[src/rtl/apb_i2c_pkg.sv]
// Shared constants for the APB I2C register front-end: register map, interrupt
// bit positions, STATUS field layout and the APB phase encoding.
package apb_i2c_pkg;

  localparam logic [31:0] OFF_TXDATA   = 32'h0000_0000;
  localparam logic [31:0] OFF_RXDATA   = 32'h0000_0004;
  localparam logic [31:0] OFF_CONFIG   = 32'h0000_0008;
  localparam logic [31:0] OFF_TIMEOUT  = 32'h0000_000C;
  localparam logic [31:0] OFF_STATUS   = 32'h0000_0010;
  localparam logic [31:0] OFF_INT_EN   = 32'h0000_0014;
  localparam logic [31:0] OFF_INT_STAT = 32'h0000_0018;

  localparam int unsigned IRQ_TXLOW  = 0;
  localparam int unsigned IRQ_RXHIGH = 1;
  localparam int unsigned IRQ_ERR    = 2;
  localparam int unsigned IRQ_RXOVF  = 3;
  localparam int unsigned IRQ_W      = 4;

  localparam int unsigned REG_W = 14;

  localparam int unsigned ST_TX_LSB   = 0;
  localparam int unsigned ST_RX_LSB   = 16;
  localparam int unsigned ST_CORE_ERR = 31;

  typedef enum logic [1:0] {
    IDLE,
    SETUP,
    ACCESS
  } apb_state_e;

endpackage

[src/rtl/apb_i2c_regif_if.sv]
// APB3 bus bundle between the interconnect (master) and the I2C register front-end (slave).
interface apb_i2c_regif_if;
  logic        PSELx;
  logic        PENABLE;
  logic        PWRITE;
  logic [31:0] PADDR;
  logic [31:0] PWDATA;
  logic [31:0] PRDATA;
  logic        PREADY;
  logic        PSLVERR;

  modport master (
    output PSELx, PENABLE, PWRITE, PADDR, PWDATA,
    input  PRDATA, PREADY, PSLVERR
  );

  modport slave (
    input  PSELx, PENABLE, PWRITE, PADDR, PWDATA,
    output PRDATA, PREADY, PSLVERR
  );
endinterface

[src/rtl/sync_fifo.sv]
// Single-clock first-word fall-through FIFO; push on full is accepted only when a pop
// frees a slot in the same cycle, pop on empty is ignored.
module sync_fifo #(
  parameter int unsigned WIDTH = 8,
  parameter int unsigned DEPTH = 8
) (
  input  logic                     clk,
  input  logic                     rst,
  input  logic                     push,
  input  logic                     pop,
  input  logic [WIDTH-1:0]         wdata,
  output logic [WIDTH-1:0]         rdata,
  output logic                     full,
  output logic                     empty,
  output logic [$clog2(DEPTH):0]   level
);
  localparam int unsigned AW = $clog2(DEPTH);

  logic [WIDTH-1:0] r_mem [DEPTH];
  logic [AW-1:0]    r_wr_ptr;
  logic [AW-1:0]    r_rd_ptr;
  logic [AW:0]      r_count;
  logic             w_do_push;
  logic             w_do_pop;

  assign full      = (r_count == (AW+1)'(DEPTH));
  assign empty     = (r_count == '0);
  assign level     = r_count;
  assign rdata     = r_mem[r_rd_ptr];
  assign w_do_pop  = pop & ~empty;
  assign w_do_push = push & (~full | w_do_pop);

  always_ff @(posedge clk) begin
    if (w_do_push) r_mem[r_wr_ptr] <= wdata;
  end

  always_ff @(posedge clk) begin
    if (rst) begin
      r_wr_ptr <= '0;
      r_rd_ptr <= '0;
      r_count  <= '0;
    end else begin
      if (w_do_push) r_wr_ptr <= r_wr_ptr + 1'b1;
      if (w_do_pop)  r_rd_ptr <= r_rd_ptr + 1'b1;
      case ({w_do_push, w_do_pop})
        2'b10:   r_count <= r_count + 1'b1;
        2'b01:   r_count <= r_count - 1'b1;
        default: r_count <= r_count;
      endcase
    end
  end
endmodule

[src/rtl/apb_i2c_regif.sv]
// APB3 slave front-end for the I2C core: TX/RX FIFOs, CONFIG/TIMEOUT/STATUS and
// interrupt registers, with protocol and access error reporting on PSLVERR.
module apb_i2c_regif
  import apb_i2c_pkg::*;
#(
  parameter int unsigned DATA_W     = 8,
  parameter int unsigned FIFO_DEPTH = 8,
  parameter int unsigned TX_THRESH  = 2,
  parameter int unsigned RX_THRESH  = 4
) (
  input  logic               PCLK,
  input  logic               PRESET,
  apb_i2c_regif_if.slave     apb,
  input  logic               TX_RD,
  output logic [DATA_W-1:0]  TX_DATA,
  output logic               TX_EMPTY,
  input  logic               RX_WR,
  input  logic [DATA_W-1:0]  RX_DATA,
  output logic               RX_FULL,
  input  logic               CORE_ERROR,
  output logic [REG_W-1:0]   I2C_CONFIG,
  output logic [REG_W-1:0]   I2C_TIMEOUT,
  output logic               INT_TX,
  output logic               INT_RX,
  output logic               INT_ERR
);
  localparam int unsigned LW = $clog2(FIFO_DEPTH) + 1;
  localparam logic [LW-1:0] TX_TH = LW'(TX_THRESH);
  localparam logic [LW-1:0] RX_TH = LW'(RX_THRESH);

  apb_state_e       r_state;
  apb_state_e       w_phase;
  logic [31:0]      r_addr;
  logic             r_write;
  logic             w_violation;
  logic             w_access;
  logic             w_err;
  logic [31:0]      w_rdata;
  logic [31:0]      w_status;
  logic             w_tx_push;
  logic             w_rx_pop;
  logic             w_cfg_we;
  logic             w_tmo_we;
  logic             w_en_we;
  logic [IRQ_W-1:0] w_w1c;
  logic [IRQ_W-1:0] w_set;

  logic [REG_W-1:0] r_config;
  logic [REG_W-1:0] r_timeout;
  logic [IRQ_W-1:0] r_int_en;
  logic [IRQ_W-1:0] r_int_stat;
  logic             r_core_err_d;
  logic             r_int_tx;
  logic             r_int_rx;
  logic             r_int_err;

  logic [DATA_W-1:0] w_rx_rdata;
  logic              w_tx_full;
  logic              w_rx_empty;
  logic [LW-1:0]     w_tx_level;
  logic [LW-1:0]     w_rx_level;
  logic              w_unused_ok;

  assign w_unused_ok = ^apb.PWDATA;

  sync_fifo #(.WIDTH(DATA_W), .DEPTH(FIFO_DEPTH)) u_tx_fifo (
    .clk   (PCLK),
    .rst   (PRESET),
    .push  (w_tx_push),
    .pop   (TX_RD),
    .wdata (apb.PWDATA[DATA_W-1:0]),
    .rdata (TX_DATA),
    .full  (w_tx_full),
    .empty (TX_EMPTY),
    .level (w_tx_level)
  );

  sync_fifo #(.WIDTH(DATA_W), .DEPTH(FIFO_DEPTH)) u_rx_fifo (
    .clk   (PCLK),
    .rst   (PRESET),
    .push  (RX_WR),
    .pop   (w_rx_pop),
    .wdata (RX_DATA),
    .rdata (w_rx_rdata),
    .full  (RX_FULL),
    .empty (w_rx_empty),
    .level (w_rx_level)
  );

  // r_state holds the previous cycle's phase; the current phase is decoded
  // combinationally so that ACCESS completes with zero wait states.
  always_ff @(posedge PCLK) begin
    if (PRESET) begin
      r_state <= IDLE;
      r_addr  <= '0;
      r_write <= 1'b0;
    end else begin
      r_state <= w_phase;
      if (w_phase == SETUP) begin
        r_addr  <= apb.PADDR;
        r_write <= apb.PWRITE;
      end
    end
  end

  always_comb begin
    w_phase     = IDLE;
    w_violation = 1'b0;
    if (!PRESET && apb.PSELx) begin
      if (apb.PENABLE) begin
        w_phase = ACCESS;
        if (r_state != SETUP)
          w_violation = 1'b1;
        else if (apb.PADDR != r_addr || apb.PWRITE != r_write)
          w_violation = 1'b1;
      end else begin
        w_phase = SETUP;
      end
    end
  end

  assign w_access = (w_phase == ACCESS);

  always_comb begin
    w_status = '0;
    w_status[ST_TX_LSB +: LW] = w_tx_level;
    w_status[ST_RX_LSB +: LW] = w_rx_level;
    w_status[ST_CORE_ERR]     = CORE_ERROR;
  end

  always_comb begin
    w_err     = w_violation;
    w_rdata   = '0;
    w_tx_push = 1'b0;
    w_rx_pop  = 1'b0;
    w_cfg_we  = 1'b0;
    w_tmo_we  = 1'b0;
    w_en_we   = 1'b0;
    w_w1c     = '0;
    if (w_access && !w_violation) begin
      case (apb.PADDR)
        OFF_TXDATA:
          if (!apb.PWRITE || w_tx_full) w_err = 1'b1;
          else                          w_tx_push = 1'b1;
        OFF_RXDATA:
          if (apb.PWRITE || w_rx_empty) w_err = 1'b1;
          else begin
            w_rx_pop = 1'b1;
            w_rdata  = 32'(w_rx_rdata);
          end
        OFF_CONFIG:
          if (apb.PWRITE) w_cfg_we = 1'b1;
          else            w_rdata  = 32'(r_config);
        OFF_TIMEOUT:
          if (apb.PWRITE) w_tmo_we = 1'b1;
          else            w_rdata  = 32'(r_timeout);
        OFF_STATUS:
          if (apb.PWRITE) w_err   = 1'b1;
          else            w_rdata = w_status;
        OFF_INT_EN:
          if (apb.PWRITE) w_en_we = 1'b1;
          else            w_rdata = 32'(r_int_en);
        OFF_INT_STAT:
          if (apb.PWRITE) w_w1c   = apb.PWDATA[IRQ_W-1:0];
          else            w_rdata = 32'(r_int_stat);
        default:
          w_err = 1'b1;
      endcase
    end
  end

  assign apb.PREADY  = w_access;
  assign apb.PSLVERR = w_access & w_err;
  assign apb.PRDATA  = w_rdata;

  always_comb begin
    w_set             = '0;
    w_set[IRQ_TXLOW]  = (w_tx_level <= TX_TH);
    w_set[IRQ_RXHIGH] = (w_rx_level >= RX_TH);
    w_set[IRQ_ERR]    = CORE_ERROR & ~r_core_err_d;
    w_set[IRQ_RXOVF]  = RX_WR & RX_FULL & ~w_rx_pop;
  end

  always_ff @(posedge PCLK) begin
    if (PRESET) begin
      r_config     <= '0;
      r_timeout    <= '0;
      r_int_en     <= '0;
      r_int_stat   <= '0;
      r_core_err_d <= 1'b0;
      r_int_tx     <= 1'b0;
      r_int_rx     <= 1'b0;
      r_int_err    <= 1'b0;
    end else begin
      if (w_cfg_we) r_config  <= apb.PWDATA[REG_W-1:0];
      if (w_tmo_we) r_timeout <= apb.PWDATA[REG_W-1:0];
      if (w_en_we)  r_int_en  <= apb.PWDATA[IRQ_W-1:0];
      // A set in the same cycle as the W1C wins.
      r_int_stat   <= (r_int_stat & ~w_w1c) | w_set;
      r_core_err_d <= CORE_ERROR;
      r_int_tx     <= r_int_stat[IRQ_TXLOW] & r_int_en[IRQ_TXLOW];
      r_int_rx     <= r_int_stat[IRQ_RXHIGH] & r_int_en[IRQ_RXHIGH];
      r_int_err    <= (r_int_stat[IRQ_ERR] & r_int_en[IRQ_ERR]) |
                      (r_int_stat[IRQ_RXOVF] & r_int_en[IRQ_RXOVF]);
    end
  end

  assign I2C_CONFIG  = r_config;
  assign I2C_TIMEOUT = r_timeout;
  assign INT_TX      = r_int_tx;
  assign INT_RX      = r_int_rx;
  assign INT_ERR     = r_int_err;
endmodule

[src/flat_wrapper.sv]
// flat-port wrapper written by rule: the top's interface ports become plain ports
module apb_i2c_regif_flat import apb_i2c_pkg::*;
#(
  parameter int unsigned DATA_W     = 8,
  parameter int unsigned FIFO_DEPTH = 8,
  parameter int unsigned TX_THRESH  = 2,
  parameter int unsigned RX_THRESH  = 4
)
  (PCLK, PRESET, TX_RD, TX_DATA, TX_EMPTY, RX_WR, RX_DATA, RX_FULL, CORE_ERROR, I2C_CONFIG, I2C_TIMEOUT, INT_TX, INT_RX, INT_ERR, apb_PSELx, apb_PENABLE, apb_PWRITE, apb_PADDR, apb_PWDATA, apb_PRDATA, apb_PREADY, apb_PSLVERR);
  apb_i2c_regif_if apb_i ();
  input  logic PCLK;
  input  logic PRESET;
  input  logic TX_RD;
  output logic [DATA_W-1:0] TX_DATA;
  output logic TX_EMPTY;
  input  logic RX_WR;
  input  logic [DATA_W-1:0] RX_DATA;
  output logic RX_FULL;
  input  logic CORE_ERROR;
  output logic [REG_W-1:0] I2C_CONFIG;
  output logic [REG_W-1:0] I2C_TIMEOUT;
  output logic INT_TX;
  output logic INT_RX;
  output logic INT_ERR;
  input wire logic [$bits(apb_i.PSELx)-1:0] apb_PSELx;
  input wire logic [$bits(apb_i.PENABLE)-1:0] apb_PENABLE;
  input wire logic [$bits(apb_i.PWRITE)-1:0] apb_PWRITE;
  input wire logic [$bits(apb_i.PADDR)-1:0] apb_PADDR;
  input wire logic [$bits(apb_i.PWDATA)-1:0] apb_PWDATA;
  output wire logic [$bits(apb_i.PRDATA)-1:0] apb_PRDATA;
  output wire logic [$bits(apb_i.PREADY)-1:0] apb_PREADY;
  output wire logic [$bits(apb_i.PSLVERR)-1:0] apb_PSLVERR;
  assign apb_i.PSELx = apb_PSELx;
  assign apb_i.PENABLE = apb_PENABLE;
  assign apb_i.PWRITE = apb_PWRITE;
  assign apb_i.PADDR = apb_PADDR;
  assign apb_i.PWDATA = apb_PWDATA;
  assign apb_PRDATA = apb_i.PRDATA;
  assign apb_PREADY = apb_i.PREADY;
  assign apb_PSLVERR = apb_i.PSLVERR;
  apb_i2c_regif #(.DATA_W(DATA_W), .FIFO_DEPTH(FIFO_DEPTH), .TX_THRESH(TX_THRESH), .RX_THRESH(RX_THRESH)) u_core (.PCLK(PCLK), .PRESET(PRESET), .apb(apb_i), .TX_RD(TX_RD), .TX_DATA(TX_DATA), .TX_EMPTY(TX_EMPTY), .RX_WR(RX_WR), .RX_DATA(RX_DATA), .RX_FULL(RX_FULL), .CORE_ERROR(CORE_ERROR), .I2C_CONFIG(I2C_CONFIG), .I2C_TIMEOUT(I2C_TIMEOUT), .INT_TX(INT_TX), .INT_RX(INT_RX), .INT_ERR(INT_ERR));
endmodule
[config.mk]
export PLATFORM = sky130hd
export DESIGN_NAME = apb_i2c_regif_flat
export DESIGN_NICKNAME = d
export VERILOG_FILES = /design/src/rtl/apb_i2c_pkg.sv /design/src/rtl/apb_i2c_regif_if.sv /design/src/rtl/sync_fifo.sv /design/src/rtl/apb_i2c_regif.sv /design/src/flat_wrapper.sv
export SDC_FILE = /design/constraint.sdc
export NUM_CORES = 1
export LEC_CHECK = 0
export BUFFER_PORTS_ARGS = -buffer_cell sky130_fd_sc_hd__buf_2
export CORE_MARGIN = 5
export CORE_UTILIZATION = 61
export CTS_CLUSTER_DIAMETER = 30
export DETAILED_ROUTE_END_ITERATION = 10
export GPL_TIMING_DRIVEN = 0
export PLACE_DENSITY = 0.95
export SLEW_MARGIN = 20
export SYNTH_ARGS = -nofsm -noshare
export SYNTH_HDL_FRONTEND = slang
export SYNTH_SLANG_ARGS = --single-unit
[constraint.sdc]
create_clock -name PCLK -period 9.45 [get_ports PCLK]
set_input_delay 1.89 -clock PCLK [delete_from_list [all_inputs] [get_ports PCLK]]
set_output_delay 1.89 -clock PCLK [all_outputs]
set_load 0.01 [all_outputs]
* After elaboration in Yosys (flattened, before gate mapping) *
Memories as Yosys holds them, arrays and structs flattened. A register that Yosys moved wholly into a read port is not among the register bits.
Cells that the tools add are included.

word-level totals
  flip-flop bits (word level) = 95
  bits in latches = 0
  memory bits (writable) = 128
  ROM bits = 0
  input bits = 80
  output and inout bits = 75
  logic and storage cells = 129
  memories kept = 2

memories
  name                    depth  width  rd ports  clocked after Yosys merged registers in  wr ports  line             RTL
  u_core.u_rx_fifo.r_mem  8      8      1         1                                        1         sync_fifo.sv:19  logic [WIDTH-1:0] r_mem [DEPTH];
  u_core.u_tx_fifo.r_mem  8      8      1         1                                        1         sync_fifo.sv:19

cells by class
  $add $sub $neg = 8
  multipliers = 0
  div/mod/pow operators = 0
  magnitude comparators = 2
  equal/unequal tests = 17
  shift operators = 0
  mux-type cells = 45
  bitwise operators = 24
  reductions and logical operators = 14

operators by type and width
  kind                                                               number
  one-hot mux 32 bit (6 select lines)                                1
  == test 32 x 5 -> 1 bit, second input constant                     3
  == test 32 x 4 -> 1 bit, second input constant                     2
  two-way mux 32 bit                                                 2
  == test 32 x 3 -> 1 bit, second input constant                     1
  logical NOT 32 bit                                                 1
  != test 32 bit                                                     1
  two-way mux 14 bit                                                 2
  two-way mux 1 bit                                                  25
  two-way mux 4 bit                                                  5
  one-hot mux 4 bit (2 select lines)                                 2
  adder 3 x 1 -> 3 bit, second input constant                        4
  bitwise AND 1 bit                                                  12
  two-way mux 3 bit                                                  4
  adder 4 x 1 -> 4 bit, second input constant                        2
  == test 4 bit, second input constant                               2
  logical NOT 4 bit                                                  2
  two-way mux 8 bit                                                  1
  subtractor 4 x 1 -> 4 bit, second input constant                   2
  == test 2 x 1 -> 1 bit, second input constant                      3
  == test 2 bit, second input constant                               3
  NOT 1 bit                                                          6
  bitwise AND 4 bit                                                  1
  greater-or-equal comparator 4 x 3 -> 1 bit, second input constant  1
  13 further kinds                                                   22

* Longest topological paths before layout *
  word-level depth = 14
  mapped depth = 17
  mapped depth without buffers = 14

* Modules after synthesis *
Synthesis repeated with hierarchy kept, for this count alone.

unflattened totals
  cell total of the unflattened synthesis = 879
  area total of the unflattened synthesis = 10603.9 um^2

modules (own cells, without submodules)
  module         instances  cells an instance  area each (um^2)  sequential area each (um^2)
  sync_fifo      2          176                3203.1            2182.1
  apb_i2c_regif  1          527                4197.8            1501.4

* Least setup slack after synthesis *
Ideal clock, no wire load.

  kind = in2out
  from = input PRESET
  to = output apb_PRDATA[16]
  arrival = 3832 ps
  required time = 7560 ps
  setup slack = 3728 ps
  stages on the path = 8
  path buffers = 2
  path through = clkbuf_1 > nand3b_1 > or4b_1 > nor4_2 > buf_4 > o2111ai_2 > nand4b_1 > nor2_1

on the way
  cells in the longest elaborated chain, start to end = 6
  elaborated cells between the ends (all ways) = 8
  classes of those cells = eq/ne (1); mux (3); reduce/logical (4)

ends and longest elaborated chain
  what                                                           line                                        RTL
  from (decl)                                                    flat_wrapper.sv:12                          input logic PRESET;
  logical NOT 1 bit *                                            apb_i2c_regif.sv:109                        if (!PRESET && apb.PSELx) begin
  logical AND 1 bit *                                            apb_i2c_regif.sv:109
  two-way mux 2 bit / two-way mux 1 bit (equally long branches)  apb_i2c_regif.sv:109
  == test 2 bit / logical NOT 1 bit (equally long branches)      apb_i2c_regif.sv:122, apb_i2c_regif.sv:140
  logical AND 1 bit *                                            apb_i2c_regif.sv:140                        if (w_access && !w_violation) begin
  two-way mux 32 bit *                                           apb_i2c_regif.sv:140
  to (decl)                                                      flat_wrapper.sv:30                          output wire logic [$bits(apb_i.PRDATA)-1:0] apb_PRDATA;

Every way passes the cells marked *; elsewhere a longest branch is shown, timed or not.

* Worst setup path after layout *
  from = input apb_PADDR[1]
  to = output apb_PRDATA[5]

on the way
  cells in the longest elaborated chain, start to end = 9
  elaborated cells between the ends (all ways) = 16
  classes of those cells = eq/ne (7); mux (6); reduce/logical (3)

ends and longest elaborated chain
  what                  line                  RTL
  from (decl)           flat_wrapper.sv:28    input wire logic [$bits(apb_i.PADDR)-1:0] apb_PADDR;
  != test 32 bit        apb_i2c_regif.sv:114  else if (apb.PADDR != r_addr || apb.PWRITE != r_write)
  logical OR 1 bit      apb_i2c_regif.sv:114
  two-way mux 1 bit     apb_i2c_regif.sv:114
  two-way mux 1 bit     apb_i2c_regif.sv:112  if (r_state != SETUP)
  two-way mux 1 bit     apb_i2c_regif.sv:110  if (apb.PENABLE) begin
  two-way mux 1 bit     apb_i2c_regif.sv:109
  logical NOT 1 bit     apb_i2c_regif.sv:140
  logical AND 1 bit     apb_i2c_regif.sv:140
  two-way mux 32 bit *  apb_i2c_regif.sv:140

Marks and branches as above.

==> flow_summary.json <==
{
  "status": "finished clean",
  "min_delay_path_depth": 2,
  "seq_area_frac_synth": 0.5886,
  "wl_per_cell_um": 21.55,
  "path_depth": 9,
  "die_y_um": 137.8,
  "vdd_ir_drop_max_uv": 190.6,
  "yosysWarnings": 0,
  "crit_path_max_fanout": 10,
  "clock_skew_ns": 0.03014,
  "netlist_area_sq_um": 9966,
  "crit_path_end_kind": "primary output",
  "synth_edf_count": 128,
  "startpoint_type": "primary input",
  "crit_buf_inv": 2,
  "yosys-top-cells-area": "edfxtp_1 (39%), dfxtp_1 (20%), mux4_2 (7.2%)",
  "die_w_um": 137.8,
  "power_density_nw_per_um2": 214.7,
  "grtUsageTotal": 0.2810,
  "crit_family": "simple AND/OR/NAND/NOR gates",
  "synth_area_per_cell_sq_um": 12.52,
  "grt_pass1_vias": 7569,
  "final_nets": 1057,
  "final_layout_size_suffix_gt1_frac": 0.2857,
  "final_common_cell": "edfxtp_1",
  "maxCapViolCount": 0,
  "rsz0062_at_grt": "no",
  "clockRootBuffer": "clkbuf_16",
  "cts-hold-fix-buffers": 0,
  "critPathMaxStageDelay_ns": 0.69,
  "design_area_sq_um": 12320,
  "fmax_mhz": 150.3,
  "post-route-util": 0.7725,
  "drt_first_pass_iters": 5,
  "start_util": 0.6251,
  "yosysTopAreaCell": "edfxtp_1",
  "critPathKind": "primary input to primary output",
  "whs_ns": 0.4908,
  "port-buffer-count": 118,
  "diodes": 0,
  "drt-initial-drc-count": 597,
  "synth_flop_cell": "edfxtp_1",
  "post-route-min-period_ns": 6.652,
  "cts_resized": 0,
  "cp_cell_sequence": "buf_2, nor4_1, nand4_1, nor3_2, nand3_1, nor2_1, a222oi_1, nor2_1, buf_2",
  "fillers": 895,
  "required_ns": 7.56,
  "post_cts_buffers": 0,
  "fp.dieArea_sq_um": 18990,
  "via_count": 7410,
  "cts_buffers": 41,
  "synth.top_cell.area_share": 0.3857,
  "grt_max_degree": 14,
  "insertion_delay_ns": 0.53,
  "cpMaxStageDelayCell": "nor2_1",
  "post_dp_cell_area_sq_um": 10890,
  "overflow": 0,
  "postRouteAntennaNets": 0,
  "fin_crit_sh": 0.7039,
  "synth.distinct_cells": 68,
  "hold_viol_final": 0,
  "drc": 0,
  "htree_levels": 2,
  "gp_congestion": 0.9196,
  "core_sq_um": 15940,
  "setup_viol": 0,
  "grt_pass1_wl_um": 40510,
  "synth_cells": 796,
  "routed_via_density": 6.089,
  "fp-row-count": 46,
  "layout_common_cells": "edfxtp_1 (128), buf_2 (125), dfxtp_1 (101), nor2_1 (89), nand2_1 (51)",
  "hold_path.class": "register to register",
  "io_pins": 155,
  "cts_sinks": 229,
  "leakage_nw": 4.690,
  "drv_slew": 0,
  "dp_hpwl_um": 16800,
  "r2r_cells": 15,
  "critPathArrivalTime_ns": 4.76,
  "cts_tree": "done",
  "drt_wl_total_um": 26230,
  "synth-seq-cells": 229,
  "path_clk_slew_ns": 0.04,
  "area_growth_pct": 23.58,
  "cts.path.max_buffers": 3,
  "worst_pin_slew_ns": 0.9462,
  "maxSlewHeadroom": 0.3668,
  "antenna_found_initial": 0,
  "setup_tns_ns": 0,
  "async_flop_share": 0
}
where the power goes:
part | switching (mW) | internal [mW]
clock | 0.517 | 0.942
sequential | 0.0100 | 1.07
combinational | 0.0660 | 0.0399
metrics by stage:
stage                     std cells  power [mW]  worst slack (ns)
after floorplan                 808       1.153             3.728
after global placement         1142       1.193             2.978
after detailed placement       1142       1.198             2.965
after CTS                      1217       2.646             2.918
after global routing           1217       2.712             2.564
final                          1217       2.644             2.798
worst reg2reg max path, delay by kind of cell (launching register included):
family / cells / cell delay (ns)
compound gates: 2 / 0.34
xor+xnor: 3 / 0.43
fa+ha+maj: 2 / 0.47
buf+inv: 3 / 0.49
flops: 1 / 0.31
simple gates: 5 / 1.59
final timing paths:
kind	startpoint	end	slack, ns
worst min register to register	u_core.r_addr[29]	u_core.r_addr[29]	0.49
worst max-delay path	apb_PADDR[1]	apb_PRDATA[5]	2.80
worst max register to register	u_core.r_addr[28]	u_core.u_tx_fifo.level[2]	5.77
worst min-delay path	u_core.r_addr[29]	u_core.r_addr[29]	0.49
final cells by class:
cell class                      count  area [sq um]  share of cell area
Clock inverter                     28         314.1             0.02550
Sequential cell                   229          5866              0.4763
Buffer                             60         301.5             0.02448
Tap cell                          216         270.3             0.02194
Multi-Input combinational cell    502          3830              0.3110
Timing Repair Buffer              118         590.6             0.04795
Inverter                           17         63.81            0.005181
Clock buffer                       47          1080             0.08768
layer usage:
layer	GRT usage	vias to the layer above	wire length, um
li1	-	3262	-
met1	0.3299	3648	9494
met2	0.5022	411	13770
met3	0.06099	89	1980
met4	0.1103	0	985
met5	0	-	0
flip-flops by register name, indices dropped and copies added, names as in the netlist, 2 cells and up, named ones only:
register                   cells
u_core.u_rx_fifo.r_mem        64
u_core.u_rx_fifo.r_rd_ptr      3
u_core.u_tx_fifo.r_rd_ptr      3
u_core.I2C_CONFIG             14
u_core.u_rx_fifo.level         4
u_core.r_int_en                4
u_core.u_rx_fifo.r_wr_ptr      3
u_core.u_tx_fifo.level         4
u_core.I2C_TIMEOUT            14
u_core.r_int_stat              4
u_core.r_state                 2
u_core.r_addr                 32
u_core.u_tx_fifo.r_mem        64
u_core.u_tx_fifo.r_wr_ptr      3
logic make-up (layout without fill, tap and decap cells):
group,Yosys count,after routing,synth area share
xor+xnor,38,38,0.03340
compound gates,97,97,0.06478
buf+inv,77,270,0.03666
fa+ha+maj,8,8,0.01004
mux,91,91,0.1342
other cells,1,13,0.0003763
simple gates,255,255,0.1320
flops,229,229,0.5886
synth_stat cells (all sizes together) (3+ instances only):
library cell	count
dfxtp	101
a2bb2oi	3
xnor2	11
nand4	8
a31oi	3
edfxtp	128
xor2	27
nor3b	6
nor4	14
ha	8
a22oi	7
a221oi	5
nor2	90
o31ai	4
mux2	21
mux2i	38
nand2b	42
a21oi	13
inv	15
a32o	4
mux4	32
or3	3
nand2	51
a222oi	5
nor3	9
o21ai	42
buf	30
nor2b	6
nand3	8
clkbuf	30
(Power assumes the default switching activity.)
